<file path="config.mk">
export PLATFORM = sky130hd
export DESIGN_NAME = video_frame_mux
export DESIGN_NICKNAME = d
export VERILOG_FILES = /design/src/rtl/video_mux_pkg.sv /design/src/rtl/axi4_stream_skid.sv /design/src/rtl/video_frame_mux.sv
export SDC_FILE = /design/constraint.sdc
export NUM_CORES = 1
export LEC_CHECK = 0
export ABC_CLOCK_PERIOD_IN_PS = 3200
export CAP_MARGIN = 0
export CORE_ASPECT_RATIO = 1.75
export CORE_MARGIN = 3
export CORE_UTILIZATION = 48
export CTS_CLUSTER_DIAMETER = 40
export DETAILED_ROUTE_END_ITERATION = 16
export PLACE_DENSITY = 0.78
export SLEW_MARGIN = 20
export SYNTH_ARGS = -nofsm -noshare
export SYNTH_HDL_FRONTEND = slang
export SYNTH_SLANG_ARGS = --single-unit
</file>
<file path="constraint.sdc">
create_clock -name clk_i -period 3.2 [get_ports clk_i]
set_clock_uncertainty 0.05 [all_clocks]
set_input_delay 0.96 -clock clk_i [delete_from_list [all_inputs] [get_ports clk_i]]
set_output_delay 0.96 -clock clk_i [all_outputs]
set_load 0.02 [all_outputs]
</file>
<file path="src/rtl/video_mux_pkg.sv">
// Shared types for the frame-aligned video selector: FSM state encoding and
// the channel-index width helper.
package video_mux_pkg;

    typedef enum logic [1:0] {
        ACQUIRE = 2'd0,
        LOCKED  = 2'd1,
        PEND    = 2'd2
    } mux_state_e;

    function automatic int ch_width(input int channels);
        return (channels > 1) ? $clog2(channels) : 1;
    endfunction

endpackage

</file>
<file path="src/rtl/axi4_stream_skid.sv">
// Two-entry AXI4-Stream register slice: registered outputs and a registered
// upstream ready, so the downstream ready never reaches the input side combinationally.
module axi4_stream_skid #(
    parameter int WIDTH = 18
) (
    input  logic             clk_i,
    input  logic             arst_n_i,
    input  logic [WIDTH-1:0] s_data_i,
    input  logic             s_valid_i,
    output logic             s_ready_o,
    output logic [WIDTH-1:0] m_data_o,
    output logic             m_valid_o,
    input  logic             m_ready_i
);

    logic [WIDTH-1:0] skid_q;
    logic             skid_valid_q;
    logic             ready_q;
    logic             s_fire;
    logic             out_free;

    assign s_fire    = s_valid_i && ready_q;
    assign out_free  = !m_valid_o || m_ready_i;
    assign s_ready_o = ready_q;

    // ready_q is low in reset and whenever the spare entry holds a beat.
    always_ff @(posedge clk_i or negedge arst_n_i) begin
        if (!arst_n_i) begin
            m_data_o     <= '0;
            m_valid_o    <= 1'b0;
            skid_q       <= '0;
            skid_valid_q <= 1'b0;
            ready_q      <= 1'b0;
        end else if (out_free) begin
            ready_q <= 1'b1;
            if (skid_valid_q) begin
                m_data_o     <= skid_q;
                m_valid_o    <= 1'b1;
                skid_valid_q <= 1'b0;
            end else if (s_fire) begin
                m_data_o  <= s_data_i;
                m_valid_o <= 1'b1;
            end else begin
                m_valid_o <= 1'b0;
            end
        end else if (s_fire) begin
            skid_q       <= s_data_i;
            skid_valid_q <= 1'b1;
            ready_q      <= 1'b0;
        end else begin
            ready_q <= !skid_valid_q;
        end
    end

endmodule

</file>
<file path="src/rtl/video_frame_mux.sv">
// N-to-1 AXI4-Stream video selector that only changes source on a clean frame
// boundary; unselected cameras are drained or held according to DRAIN_UNSEL.
module video_frame_mux
    import video_mux_pkg::*;
#(
    parameter int  CHANNELS    = 2,
    parameter int  DATA_WIDTH  = 16,
    parameter int  DRAIN_UNSEL = 1,
    parameter int  FCNT_WIDTH  = 16,
    localparam int CW          = ch_width(CHANNELS)
) (
    input  logic                           clk_i,
    input  logic                           arst_n_i,
    input  logic [CW-1:0]                  sel_i,
    input  logic [CHANNELS*DATA_WIDTH-1:0] s_tdata_i,
    input  logic [CHANNELS-1:0]            s_tvalid_i,
    input  logic [CHANNELS-1:0]            s_tuser_i,
    input  logic [CHANNELS-1:0]            s_tlast_i,
    output logic [CHANNELS-1:0]            s_tready_o,
    output logic [DATA_WIDTH-1:0]          m_tdata_o,
    output logic                           m_tvalid_o,
    output logic                           m_tuser_o,
    output logic                           m_tlast_o,
    input  logic                           m_tready_i,
    output logic [CW-1:0]                  active_ch_o,
    output logic                           locked_o,
    output logic [FCNT_WIDTH-1:0]          frame_cnt_o,
    output mux_state_e                     state_o
);

    // Handshake: a beat moves on a port at a rising edge where tvalid and tready
    // are both high; tvalid never waits on tready, and a raised tvalid holds its
    // payload steady until taken. tready may depend on tvalid/tuser of that port.
    localparam logic DRAIN = (DRAIN_UNSEL != 0);

    mux_state_e            state_q, state_d;
    logic [CW-1:0]         sel_q, active_q, cur_ch;
    logic                  sel_ok, cur_ok, run_q, last_tlast_q;
    logic                  in_valid, in_user, in_last, push, take_switch, skid_ready;
    logic [DATA_WIDTH-1:0] in_data;
    logic [FCNT_WIDTH-1:0] fcnt_q;
    logic [DATA_WIDTH+1:0] m_payload;

    always_comb begin
        cur_ch   = (state_q == ACQUIRE) ? sel_q : active_q;
        sel_ok   = (int'(sel_q) < CHANNELS);
        cur_ok   = (int'(cur_ch) < CHANNELS);
        in_valid = cur_ok && s_tvalid_i[cur_ch];
        in_user  = s_tuser_i[cur_ch];
        in_last  = s_tlast_i[cur_ch];
        in_data  = s_tdata_i[cur_ch*DATA_WIDTH +: DATA_WIDTH];
        // A SOF that follows a completed line end is the only place a pending switch may land.
        take_switch = (state_q == PEND) && sel_ok && (sel_q != active_q)
                      && in_valid && in_user && last_tlast_q;
    end

    always_ff @(posedge clk_i or negedge arst_n_i) begin
        if (!arst_n_i) state_q <= ACQUIRE;
        else           state_q <= state_d;
    end

    always_comb begin
        state_d = state_q;
        case (state_q)
            ACQUIRE: if (push) state_d = LOCKED;
            LOCKED:  if (sel_ok && (sel_q != active_q)) state_d = PEND;
            PEND: begin
                if (!sel_ok || (sel_q == active_q)) state_d = LOCKED;
                else if (take_switch)               state_d = ACQUIRE;
            end
            default: state_d = ACQUIRE;
        endcase
    end

    always_comb begin
        s_tready_o = run_q ? {CHANNELS{DRAIN}} : '0;
        push       = 1'b0;
        case (state_q)
            ACQUIRE: if (cur_ok && run_q) begin
                s_tready_o[cur_ch] = in_user ? skid_ready : 1'b1;
                push               = in_valid && in_user && skid_ready;
            end
            LOCKED, PEND: begin
                s_tready_o[cur_ch] = skid_ready && !take_switch;
                push               = in_valid && skid_ready && !take_switch;
            end
            default: ;
        endcase
    end

    always_ff @(posedge clk_i or negedge arst_n_i) begin
        if (!arst_n_i) begin
            sel_q        <= '0;
            active_q     <= '0;
            run_q        <= 1'b0;
            last_tlast_q <= 1'b1;
            fcnt_q       <= '0;
        end else begin
            sel_q <= sel_i;
            run_q <= 1'b1;
            if (state_q == ACQUIRE && push) active_q <= cur_ch;
            if (push) last_tlast_q <= in_last;
            if (m_tvalid_o && m_tready_i && m_tuser_o) fcnt_q <= fcnt_q + FCNT_WIDTH'(1);
        end
    end

    axi4_stream_skid #(.WIDTH(DATA_WIDTH + 2)) u_skid (
        .clk_i     (clk_i),
        .arst_n_i  (arst_n_i),
        .s_data_i  ({in_user, in_last, in_data}),
        .s_valid_i (push),
        .s_ready_o (skid_ready),
        .m_data_o  (m_payload),
        .m_valid_o (m_tvalid_o),
        .m_ready_i (m_tready_i)
    );

    assign m_tuser_o   = m_payload[DATA_WIDTH+1];
    assign m_tlast_o   = m_payload[DATA_WIDTH];
    assign m_tdata_o   = m_payload[DATA_WIDTH-1:0];
    assign active_ch_o = active_q;
    assign locked_o    = (state_q != ACQUIRE);
    assign frame_cnt_o = fcnt_q;
    assign state_o     = state_q;

endmodule

</file>
==> flow_summary.json <==
{
  "status": "completed",
  "hold_end": "frame_cnt_o[15]",
  "clock_path_buffers": 2,
  "syn_area_sq_mm": 0.00309,
  "fill_cells": 468,
  "p_leak_nw": 1.85,
  "drive_gt1_share_pct": 21.2,
  "ir_drop_mv": 0.532,
  "synthCells": 273,
  "coreArea_sq_mm": 0.00623,
  "grt.total_usage_pct": 22.9,
  "synth.net_count": 321,
  "antenna_found_initial": 0,
  "cp.arrival_ns": 2.10,
  "grt_pass1_wl_mm": 13.2,
  "synth_top_area_cell": "dfrtp_1",
  "critPathSlowestCell": "dfrtp_1",
  "finalMaxSlewViolations": 0,
  "place_area_sq_mm": 0.00412,
  "cp_top_family": "compound AO/OA/AOI/OAI gates",
  "seq_area_frac_synth_pct": 49.5,
  "gr-total-overflow": 0,
  "initial_core_util_pct": 49.6,
  "gp_congestion": 0.828,
  "ctsHtreeMaxLevel": 3,
  "final_cells": 458,
  "cts.clk_slew.worst_paths_ns": 0.06,
  "critPathCaptureType": "primary output",
  "grt_start_max_net_pins": 27,
  "rrSetupSlack_ns": 0.50,
  "slowest_delay_ns": 0.38,
  "ant_nets": 0,
  "finalHoldViolations": 0,
  "dieArea_sq_mm": 0.00747,
  "power_switching_w": 0.00162,
  "crit_type": "flip-flop to primary output",
  "r2r_start": "state_o[0]",
  "crit_chain": "inv_1 > ha_4 > mux2i_4 > nand3_1 > o21ai_2 > nand2b_1 > a31oi_2 > o31ai_2 > buf_4",
  "crit_fanout": 5,
  "dp_cells": 442,
  "worstHoldStart": "frame_cnt_o[15]",
  "finalInstanceArea_sq_mm": 0.00432,
  "swShare_pct": 39.1,
  "route.vias.total": 2570,
  "worstSetupStartpointType": "flip-flop",
  "synth_edf_count": 0,
  "portBuffers": 82,
  "ys_ff_latch": 61,
  "root_buffer": "clkbuf_8",
  "finalNetCount": 421,
  "power_w": 0.00413,
  "internal_power_w": 0.00252,
  "reg2reg_depth": 9,
  "ys_types": 44,
  "first_pass_iters": 4,
  "clockPowerShare_pct": 14.5,
  "die_y_um": 112,
  "netlist.area_leader.share_pct": 48.6,
  "hold_depth": 1,
  "multi_input_area_sq_mm": 0.00150,
  "p_seq_share_pct": 32.1,
  "wire_per_inst_um": 17.0,
  "clk_latency_ns": 0.34,
  "cp.required_ns": 2.19,
  "layout.area.seq_sq_mm": 0.00153,
  "post-cts-setup-buffers": 0,
  "post-route-min-period_ns": 3.11,
  "viasPerCell": 5.61,
  "slew_headroom_pct": 53.2,
  "cts_buffers": 9,
  "syn_area_per_cell_sq_um": 11.3,
  "diodes": 0,
  "critical_path_buf_inv_count": 2,
  "synth.area.top_cells": "dfrtp_1, mux2_2, o22ai_1",
  "boundaryPins": 83,
  "combPwrFrac_pct": 53.4,
  "cts_sinks": 61,
  "power_density_mw_per_mm2": 957,
  "drc_errors": 0,
  "setup_violations": 0,
  "max_freq_mhz": 321,
  "cts_tree": "done",
  "routed_wirelength_mm": 7.78,
  "grt_pass1_vias": 2731,
  "cp.depth": 9,
  "reg2reg_to": "u_skid.skid_q[14]",
  "final_util_pct": 69.3,
  "tightest_slew_ns": 0.700,
  "die_w_um": 66.6,
  "syn_to_final_growth_pct": 39.9,
  "post-route-period-util_pct": 97.2,
  "hp-class": "flip-flop to flip-flop",
  "yosysWarnings": 0,
  "drt_iter0_markers": 89,
  "tns_ns": 0,
  "row_count": 38,
  "synth-main-ff-cell": "dfrtp_1",
  "ys_async_sr_fraction_pct": 100,
  "rsz0062_at_grt": "false",
  "hpwl_mm": 5.60,
  "drv_cap": 0
}
-- placed cells by master, fill, tap and decap left out, types with 11 or more instances in the layout --
cell type / count
mux2_2: 21
clkbuf_8: 11
buf_4: 18
dfrtp_1: 60
a21oi_1: 25
clkdlybuf4s50_1: 75
nand2_1: 16
nor2_1: 11
o22ai_1: 24
mux2_1: 11
-- sequential cells by signal, summed over array words and instances, names as in the netlist --
| register | flops |
|---|---|
| u_skid.skid_valid_q | 1 |
| u_skid.m_data_o | 18 |
| sel_q | 1 |
| frame_cnt_o | 16 |
| last_tlast_q | 1 |
| u_skid.m_valid_o | 1 |
| state_o | 2 |
| u_skid.skid_q | 18 |
| active_ch_o | 1 |
| run_q | 1 |
| u_skid.s_ready_o | 1 |
-- Yosys cell counts, types with 2 or more instances --
| master | instances |
|---|---|
| a21oi_1 | 26 |
| a31oi_1 | 3 |
| and3_1 | 2 |
| buf_4 | 4 |
| clkbuf_1 | 7 |
| dfrtp_1 | 60 |
| ha_1 | 6 |
| inv_1 | 8 |
| mux2_1 | 11 |
| mux2_2 | 21 |
| mux2i_1 | 7 |
| nand2_1 | 16 |
| nand3_1 | 8 |
| nand4_1 | 3 |
| nor2_1 | 12 |
| nor3_1 | 2 |
| o211ai_1 | 2 |
| o21ai_0 | 4 |
| o22ai_1 | 24 |
| o22ai_2 | 9 |
| xnor2_1 | 9 |
| xor2_1 | 7 |
-- routing by layer --
layer | share of wire, % | up-vias | global-route usage (%)
li1 | - | 1206 | -
met3 | 3.7 | 13 | 5.41
met2 | 57 | 65 | 41.4
met4 | 2.0 | 0 | 8.28
met5 | 0 | - | 0
met1 | 38 | 1286 | 25.3
-- through the flow --
| stage | setup slack (ns) | hold WS [ns] |
|---|---|---|
| 3_5_place_dp | -0.515 | 0.416 |
| 6_report | 0.0884 | 0.419 |
| 4_1_cts | -0.0514 | 0.427 |
| 5_1_grt | 0.00536 | 0.443 |
| 2_1_floorplan | 0.0348 | 0.409 |
| 3_3_place_gp | -0.450 | 0.412 |
-- worst max-delay path by stage --
stage                    endpoint  slack [ns]           from
floorplan           s_tready_o[0]        0.03     state_o[0]
global placement    s_tready_o[0]       -0.45  s_tvalid_i[1]
detailed placement  s_tready_o[0]       -0.51  s_tvalid_i[1]
CTS                 s_tready_o[0]       -0.05  s_tvalid_i[1]
global route        s_tready_o[0]       0.005     state_o[0]
finish              s_tready_o[0]        0.09     state_o[0]
-- final cells by class --
type                    count  share of cell area [%]
multi-input cells         191                    34.7
clock inverters             1                   0.116
inverters                   9                   0.782
flip-flops and latches     61                    35.4
clock buffers              15                    3.85
well taps                  80                    2.32
repair buffers            101                    22.8
-- power groups by stage --
stage	combinational, W	sequential, W	clock, W
floorplan	0.00118	0.00149	0
global placement	0.00214	0.00132	0
detailed placement	0.00219	0.00133	0
CTS	0.00219	0.00132	0.000620
global route	0.00238	0.00137	0.000652
finish	0.00221	0.00132	0.000600
-- cell families (layout without fill, tap and decap cells) --
family                   Yosys count  in the layout  synth area share (%)
AO/OA/AOI/OAI                     77             77                  17.3
XOR/XNOR                          16             16                  4.54
adder cells (fa/ha/maj)            6              6                  2.43
buffers and inverters             21            126                  3.28
flip-flops                        61             61                  49.5
multiplexers                      41             41                  15.1
other                              1              1                 0.121
AND/OR/NAND/NOR                   50             50                  7.74
-- worst register-to-register path: stages, from the launching register on --
cell,delay [ns]
dfrtp_1,0.38
inv_1,0.12
ha_4,0.17
mux2i_4,0.31
buf_4,0.20
mux2i_2,0.33
o21ai_2,0.16
a211oi_4,0.30
buf_12,0.21
mux2_2,0.36
-- what timing repair did --
item | in CTS | in global routing
hold buffers | 0 | 0
endpoints found under the hold margin | 0 | 0
setup endpoints to repair | 2 | 2
pin swaps | 1 | 3
gates resized for setup | 11 | 10
Power figures use the tool's default switching activity.
